## src/rtl/hci_core_merge.sv

```systemverilog
//==============================================================================
// Module  : hci_core_merge
// Brief   : Gathers NB_IN_CHAN narrow HCI core initiator channels into a
//           single wide HCI core transaction. Each narrow channel owns a
//           1-entry request buffer so lockstep initiators that arrive in
//           different cycles are accepted independently. The wide request
//           issues only once every channel has a request pending. Wide
//           responses are sliced and returned to every channel in the same
//           cycle with zero latency.
//
// Ports   : clk_i, rst_ni (async, active-low), clear_i (sync clear)
//           tcdm_slave_*   : NB_IN_CHAN narrow channels, DW/NB_IN_CHAN data
//           tcdm_master_*  : wide merged channel, DW data
//           err_o          : sticky lane consistency error
//
// Options : define HCI_CORE_MERGE_CHECK_EN to check, on every wide issue,
//           that channel i addresses add[0] + i*BW_IN with the same wen as
//           channel 0. Without the macro err_o is tied low.
//
// Notes   : Narrow-side boffs carries no meaning once lanes are merged and is
//           ignored; the wide boffs is driven to zero.
//
// Revision: 1.0 - initial release
//==============================================================================
`default_nettype none

module hci_core_merge #(
    parameter int DW              = 64,
    parameter int NB_IN_CHAN      = 2,
    parameter int MAX_OUTSTANDING = 4,
    parameter int AW              = 32,
    parameter int BOFFS_W         = 4
) (
    input  logic                                       clk_i,
    input  logic                                       rst_ni,
    input  logic                                       clear_i,

    // narrow initiator channels
    input  logic [NB_IN_CHAN-1:0]                      tcdm_slave_req_i,
    output logic [NB_IN_CHAN-1:0]                      tcdm_slave_gnt_o,
    input  logic [NB_IN_CHAN-1:0][AW-1:0]              tcdm_slave_add_i,
    input  logic [NB_IN_CHAN-1:0]                      tcdm_slave_wen_i,
    input  logic [NB_IN_CHAN-1:0][DW/NB_IN_CHAN/8-1:0] tcdm_slave_be_i,
    input  logic [NB_IN_CHAN-1:0][DW/NB_IN_CHAN-1:0]   tcdm_slave_data_i,
    input  logic [NB_IN_CHAN-1:0][BOFFS_W-1:0]         tcdm_slave_boffs_i,
    input  logic [NB_IN_CHAN-1:0]                      tcdm_slave_lrdy_i,
    output logic [NB_IN_CHAN-1:0][DW/NB_IN_CHAN-1:0]   tcdm_slave_r_data_o,
    output logic [NB_IN_CHAN-1:0]                      tcdm_slave_r_valid_o,
    output logic [NB_IN_CHAN-1:0]                      tcdm_slave_r_opc_o,

    // wide merged channel
    output logic                                       tcdm_master_req_o,
    input  logic                                       tcdm_master_gnt_i,
    output logic [AW-1:0]                              tcdm_master_add_o,
    output logic                                       tcdm_master_wen_o,
    output logic [DW/8-1:0]                            tcdm_master_be_o,
    output logic [DW-1:0]                              tcdm_master_data_o,
    output logic [BOFFS_W-1:0]                         tcdm_master_boffs_o,
    output logic                                       tcdm_master_lrdy_o,
    input  logic [DW-1:0]                              tcdm_master_r_data_i,
    input  logic                                       tcdm_master_r_valid_i,
    input  logic                                       tcdm_master_r_opc_i,

    output logic                                       err_o
);

    localparam int DW_IN = DW / NB_IN_CHAN;
    localparam int BW_IN = DW_IN / 8;
    localparam int CNT_W = $clog2(MAX_OUTSTANDING + 1);
    localparam logic [CNT_W-1:0] MAX_CNT = CNT_W'(MAX_OUTSTANDING);
    localparam logic [CNT_W-1:0] ONE_CNT = CNT_W'(1);

    // -------------------------------------------------------------------------
    // State
    // -------------------------------------------------------------------------
    logic [NB_IN_CHAN-1:0]             buf_v_q, buf_v_d;
    logic [NB_IN_CHAN-1:0][AW-1:0]     buf_add_q;
    logic [NB_IN_CHAN-1:0]             buf_wen_q;
    logic [NB_IN_CHAN-1:0][BW_IN-1:0]  buf_be_q;
    logic [NB_IN_CHAN-1:0][DW_IN-1:0]  buf_data_q;
    logic [CNT_W-1:0]                  out_cnt_q, out_cnt_d;

    // Effective per-channel request: buffered entry wins over the live port
    logic [NB_IN_CHAN-1:0]             pend;
    logic [NB_IN_CHAN-1:0][AW-1:0]     eff_add;
    logic [NB_IN_CHAN-1:0]             eff_wen;
    logic [NB_IN_CHAN-1:0][BW_IN-1:0]  eff_be;
    logic [NB_IN_CHAN-1:0][DW_IN-1:0]  eff_data;
    logic                              fire;

    for (genvar i = 0; i < NB_IN_CHAN; i++) begin : g_eff
        assign pend[i]     = buf_v_q[i] | tcdm_slave_req_i[i];
        assign eff_add[i]  = buf_v_q[i] ? buf_add_q[i]  : tcdm_slave_add_i[i];
        assign eff_wen[i]  = buf_v_q[i] ? buf_wen_q[i]  : tcdm_slave_wen_i[i];
        assign eff_be[i]   = buf_v_q[i] ? buf_be_q[i]   : tcdm_slave_be_i[i];
        assign eff_data[i] = buf_v_q[i] ? buf_data_q[i] : tcdm_slave_data_i[i];
    end

    // -------------------------------------------------------------------------
    // Request path
    // -------------------------------------------------------------------------
    assign tcdm_master_req_o   = (&pend) & (out_cnt_q < MAX_CNT);
    assign fire                = tcdm_master_req_o & tcdm_master_gnt_i;

    // An empty buffer always accepts: the request either goes straight
    // through (fire) or lands in the buffer. A full buffer blocks its channel
    // until the buffered entry has been issued.
    assign tcdm_slave_gnt_o    = tcdm_slave_req_i & ~buf_v_q;

    // Packed channel arrays already place channel 0 in the LSBs.
    assign tcdm_master_add_o   = eff_add[0];
    assign tcdm_master_wen_o   = eff_wen[0];
    assign tcdm_master_be_o    = eff_be;
    assign tcdm_master_data_o  = eff_data;
    assign tcdm_master_boffs_o = '0;
    assign tcdm_master_lrdy_o  = &tcdm_slave_lrdy_i;

    always_comb begin
        buf_v_d = buf_v_q;
        if (fire) begin
            buf_v_d = '0;
        end else begin
            buf_v_d = buf_v_q | tcdm_slave_gnt_o;
        end
    end

    // Responses that were in flight across a clear can still arrive, so the
    // counter refuses to decrement below zero.
    always_comb begin
        out_cnt_d = out_cnt_q;
        if (fire && !tcdm_master_r_valid_i) begin
            out_cnt_d = out_cnt_q + ONE_CNT;
        end else if (!fire && tcdm_master_r_valid_i && (out_cnt_q != '0)) begin
            out_cnt_d = out_cnt_q - ONE_CNT;
        end
    end

    always_ff @(posedge clk_i or negedge rst_ni) begin
        if (!rst_ni) begin
            buf_v_q    <= '0;
            buf_add_q  <= '0;
            buf_wen_q  <= '0;
            buf_be_q   <= '0;
            buf_data_q <= '0;
            out_cnt_q  <= '0;
        end else if (clear_i) begin
            buf_v_q    <= '0;
            buf_add_q  <= '0;
            buf_wen_q  <= '0;
            buf_be_q   <= '0;
            buf_data_q <= '0;
            out_cnt_q  <= '0;
        end else begin
            buf_v_q   <= buf_v_d;
            out_cnt_q <= out_cnt_d;
            for (int i = 0; i < NB_IN_CHAN; i++) begin
                // capture only when the accepted request did not go through
                if (tcdm_slave_gnt_o[i] && !fire) begin
                    buf_add_q[i]  <= tcdm_slave_add_i[i];
                    buf_wen_q[i]  <= tcdm_slave_wen_i[i];
                    buf_be_q[i]   <= tcdm_slave_be_i[i];
                    buf_data_q[i] <= tcdm_slave_data_i[i];
                end
            end
        end
    end

    // -------------------------------------------------------------------------
    // Response path: zero-latency broadcast, data sliced per lane
    // -------------------------------------------------------------------------
    for (genvar i = 0; i < NB_IN_CHAN; i++) begin : g_rsp
        assign tcdm_slave_r_valid_o[i] = tcdm_master_r_valid_i;
        assign tcdm_slave_r_data_o[i]  = tcdm_master_r_data_i[i*DW_IN +: DW_IN];
        assign tcdm_slave_r_opc_o[i]   = tcdm_master_r_opc_i;
    end

    logic boffs_unused;
    assign boffs_unused = ^tcdm_slave_boffs_i;

    // -------------------------------------------------------------------------
    // Optional lane consistency check
    // -------------------------------------------------------------------------
`ifdef HCI_CORE_MERGE_CHECK_EN
    logic [NB_IN_CHAN-1:0] mismatch;
    logic                  err_q;

    assign mismatch[0] = 1'b0;
    for (genvar i = 1; i < NB_IN_CHAN; i++) begin : g_chk
        assign mismatch[i] = (eff_add[i] != (eff_add[0] + AW'(i * BW_IN))) |
                             (eff_wen[i] != eff_wen[0]);
    end

    always_ff @(posedge clk_i or negedge rst_ni) begin
        if (!rst_ni) begin
            err_q <= 1'b0;
        end else if (clear_i) begin
            err_q <= 1'b0;
        end else if (fire && (|mismatch)) begin
            err_q <= 1'b1;
        end
    end

    assign err_o = err_q;

`ifndef SYNTHESIS
    always_ff @(posedge clk_i) begin
        if (rst_ni && !clear_i && fire) begin
            assert (mismatch == '0)
                else $error("hci_core_merge: lane add/wen inconsistency 0x%0h", mismatch);
        end
    end
`endif
`else
    logic chk_unused;
    assign chk_unused = ^{eff_add, eff_wen};
    assign err_o      = 1'b0;
`endif

endmodule

`default_nettype wire
```

## config.mk

```make
export PLATFORM = sky130hd
export DESIGN_NAME = hci_core_merge
export DESIGN_NICKNAME = d
export VERILOG_FILES = /design/src/rtl/hci_core_merge.sv
export SDC_FILE = /design/constraint.sdc
export NUM_CORES = 1
export LEC_CHECK = 0
export BUFFER_PORTS_ARGS = -buffer_cell sky130_fd_sc_hd__buf_4
export CORE_AREA = 2 2 157 159
export DETAILED_ROUTE_END_ITERATION = 16
export DIE_AREA = 0 0 159 161
export SLEW_MARGIN = 20
export SYNTH_ARGS = -nofsm -noshare
export SYNTH_HDL_FRONTEND = slang
export SYNTH_SLANG_ARGS = --single-unit
```

## constraint.sdc

```tcl
create_clock -name clk_i -period 3.2 [get_ports clk_i]
set_clock_uncertainty 0.2 [all_clocks]
set_input_delay 0.16 -clock clk_i [delete_from_list [all_inputs] [get_ports clk_i]]
set_output_delay 0.16 -clock clk_i [all_outputs]
set_load 0.005 [all_outputs]
```

==> reports/metrics.cfg <==
[run_status]
status = finished clean

[setup_path]
crit_fanout = 7
start_kind = flop
startpoint = out_cnt_q[2]$_DFFE_PN0P_
cp.arrival_ns = 2.72
crit_required_ns = 3.27
endpoint_kind = flop
rr_startpoint = out_cnt_q[2]$_DFFE_PN0P_
critPathKind = flop to flop
reg2regPathDepth = 6

[layout]
nFillCells = 2371
diodes = 0
regArea_sq_mm = 0.00276
multi_input_area_sq_mm = 0.00281
fin_nets = 1147
drive_above_1_share = 0.390
stdcell_count = 1254
syn_to_final_growth_pct = 44.6

[pwr]
power_density_mw_per_mm2 = 401
p_leak_uw = 0.00412
ir_drop_mv = 0.192

[logic_synthesis]
seq_area_frac_synth = 0.436
synth_edf_count = 0
synth-async-reset-ratio = 1.00
syn_area_per_cell_sq_um = 9.14
ys.warnings.count = 0
synth.distinct_cells = 35
syn_area_sq_mm = 0.00631
ys.flop_type = dfrtp_1
synthTopCellsByArea = dfrtp_1, mux2_2, nand2_1, buf_4, a21oi_1
ys_ff_latch = 110
syn_inst = 691
yosys.area.top_type_share = 0.436
synth_top_cell_by_area = dfrtp_1

[place]
place_hpwl_um = 12000
dp.cells = 1132
gp_congestion = 0.710
port_buffers = 224

[die]
die_h_um = 161
coreArea_sq_mm = 0.0240
initial_core_util = 0.264
dieArea_sq_mm = 0.0256
die_w_um = 159
fp-row-count = 57
ios = 402

[sta]
fin_tns_setup_ns = 0
tightest_slew_ns = 0.759
hold_viol = 0
clock.fmax_mhz = 377
max_slew_margin = 0.494
slew_viol_final = 0
setup_viol = 0
rsz0062_at_grt = false
post-route-period-util = 0.828
final.min_clock_period_ns = 2.65

[detailed_routing]
first_pass_iters = 6
vias = 5546
avgViaCountPerCell = 4.42
wl_um = 19000
wl_per_cell_um = 15.2
ant_nets = 0
drc = 0
drt-initial-drc-count = 291

[clock_tree]
cts_tree = built
cts_made_buffers = 9
clock-sinks = 110
clock_latency_ns = 0.35
path_clk_slew_ns = 0.08
htreeDepth = 3
cts_root_buf = clkbuf_16
cts.path.max_buffers = 2

[global_route]
first_global_vias = 5817
grt_usage = 0.149
grt_start_max_net_pins = 65
grt_pass1_wl_um = 30400
grt-ovfl-total = 0
antenna_found_initial = 0

[min_path]
hp-class = input port to flop
hold_depth = 3
min-delay-start = tcdm_slave_req_i[1]

[run]
maxCapViolCount = 0

==> timing repair <==
item                                    in CTS  in global routing
endpoints found under the hold margin      187                  0
gates resized for setup                      0                  0
endpoints found under the setup margin       0                  0
buffers inserted                             0                  0
hold buffers                               107                  0
==> final cells by class <==
class / instances / area share
repair buffers: 341 / 0.314
multi-input cells: 462 / 0.307
flip-flops and latches: 110 / 0.302
well taps: 324 / 0.0444
clock buffers: 12 / 0.0270
clock inverters: 3 / 0.00493
inverters: 2 / 0.000822
==> synthesized netlist by cell type, types with 2 or more instances <==
| cell | n |
|---|---|
| a21oi_1 | 107 |
| buf_1 | 6 |
| buf_2 | 21 |
| buf_4 | 76 |
| clkbuf_1 | 17 |
| dfrtp_1 | 110 |
| inv_1 | 2 |
| mux2_2 | 105 |
| nand2_1 | 212 |
| nor2_1 | 5 |
| nor3_1 | 5 |
| o21a_1 | 2 |
==> kinds of logic after synthesis <==
| family | share of synthesized area |
|---|---|
| xor gates and xnor gates | 0.00139 |
| DFF | 0.436 |
| other | 0.000594 |
| muxes | 0.187 |
| buffers and inverters | 0.124 |
| AOI/OAI and AO/OA | 0.102 |
| and+or+nand+nor | 0.146 |
| adders and majority gates | 0.00317 |
==> state kept, by name (all words and copies together) (netlist names) <==
register and flops:
buf_be_q 8, buf_add_q 32, buf_data_q 64, out_cnt_q 3, buf_v_q 2, buf_wen_q 1
==> worst max-delay path, cell delays in order (launching register included) <==
cell and delay [ns]:
dfrtp_1 0.44, nand2b_1 0.32, or2_1 0.30, nor2_1 0.14
fa_1 0.45, or4b_4 0.55, a41oi_2 0.17
==> placed cells by master (no fill, tap or decap), types with 2 or more instances in the layout <==
cell type,instances
buf_4,231
nand2_1,212
dfrtp_1,108
a21oi_1,107
dlygate4sd3_1,107
mux2_2,105
clkbuf_16,9
nor2_1,5
nor3_1,5
conb_1,5
buf_12,3
inv_1,2
o21ai_4,2
clkbuf_1,2
clkinvlp_4,2
==> through the flow <==
step / hold slack (ns) / setup slack, ns / instance area (sq um) / util / power [uW]
global route: 0.0244 / 0.421 / 9130 / 0.381 / 3890
floorplan: -0.336 / 0.759 / 6330 / - / 2050
finish: 0.0461 / 0.551 / 9130 / 0.381 / 3660
global placement: -0.0761 / 0.577 / 7770 / 0.324 / 2440
CTS: 0.0156 / 0.458 / 9130 / 0.381 / 3740
detailed placement: -0.0768 / 0.551 / 7770 / 0.324 / 2450
==> where the power goes <==
group | leakage, uW | switching (uW) | total (uW) | internal (uW)
sequential | 0.00149 | 56.9 | 1530 | 1470
combinational | 0.00250 | 436 | 985 | 549
clock | 0.000135 | 518 | 1140 | 626
==> final timing paths <==
kind,to,slack (ns)
min in group asynchronous,buf_add_q[1]$_DFFE_PN0P_,0.07
worst min-delay path,buf_v_q[1]$_DFF_PN0_,0.05
worst min register to register,buf_data_q[19]$_DFFE_PN0P_,0.32
worst max register to register,out_cnt_q[1]$_DFFE_PN0P_,0.55
max in group asynchronous,buf_v_q[1]$_DFF_PN0_,1.95
worst max-delay path,out_cnt_q[1]$_DFFE_PN0P_,0.55
==> per-layer routing <==
metal  GRT usage  wire length, um  part of all wire
met1       0.165             7730              0.41
met2       0.265             9450              0.50
met3      0.0416             1270             0.067
met4      0.0711              575             0.030
met5           0                0                 0
Power figures use the tool's default switching activity.
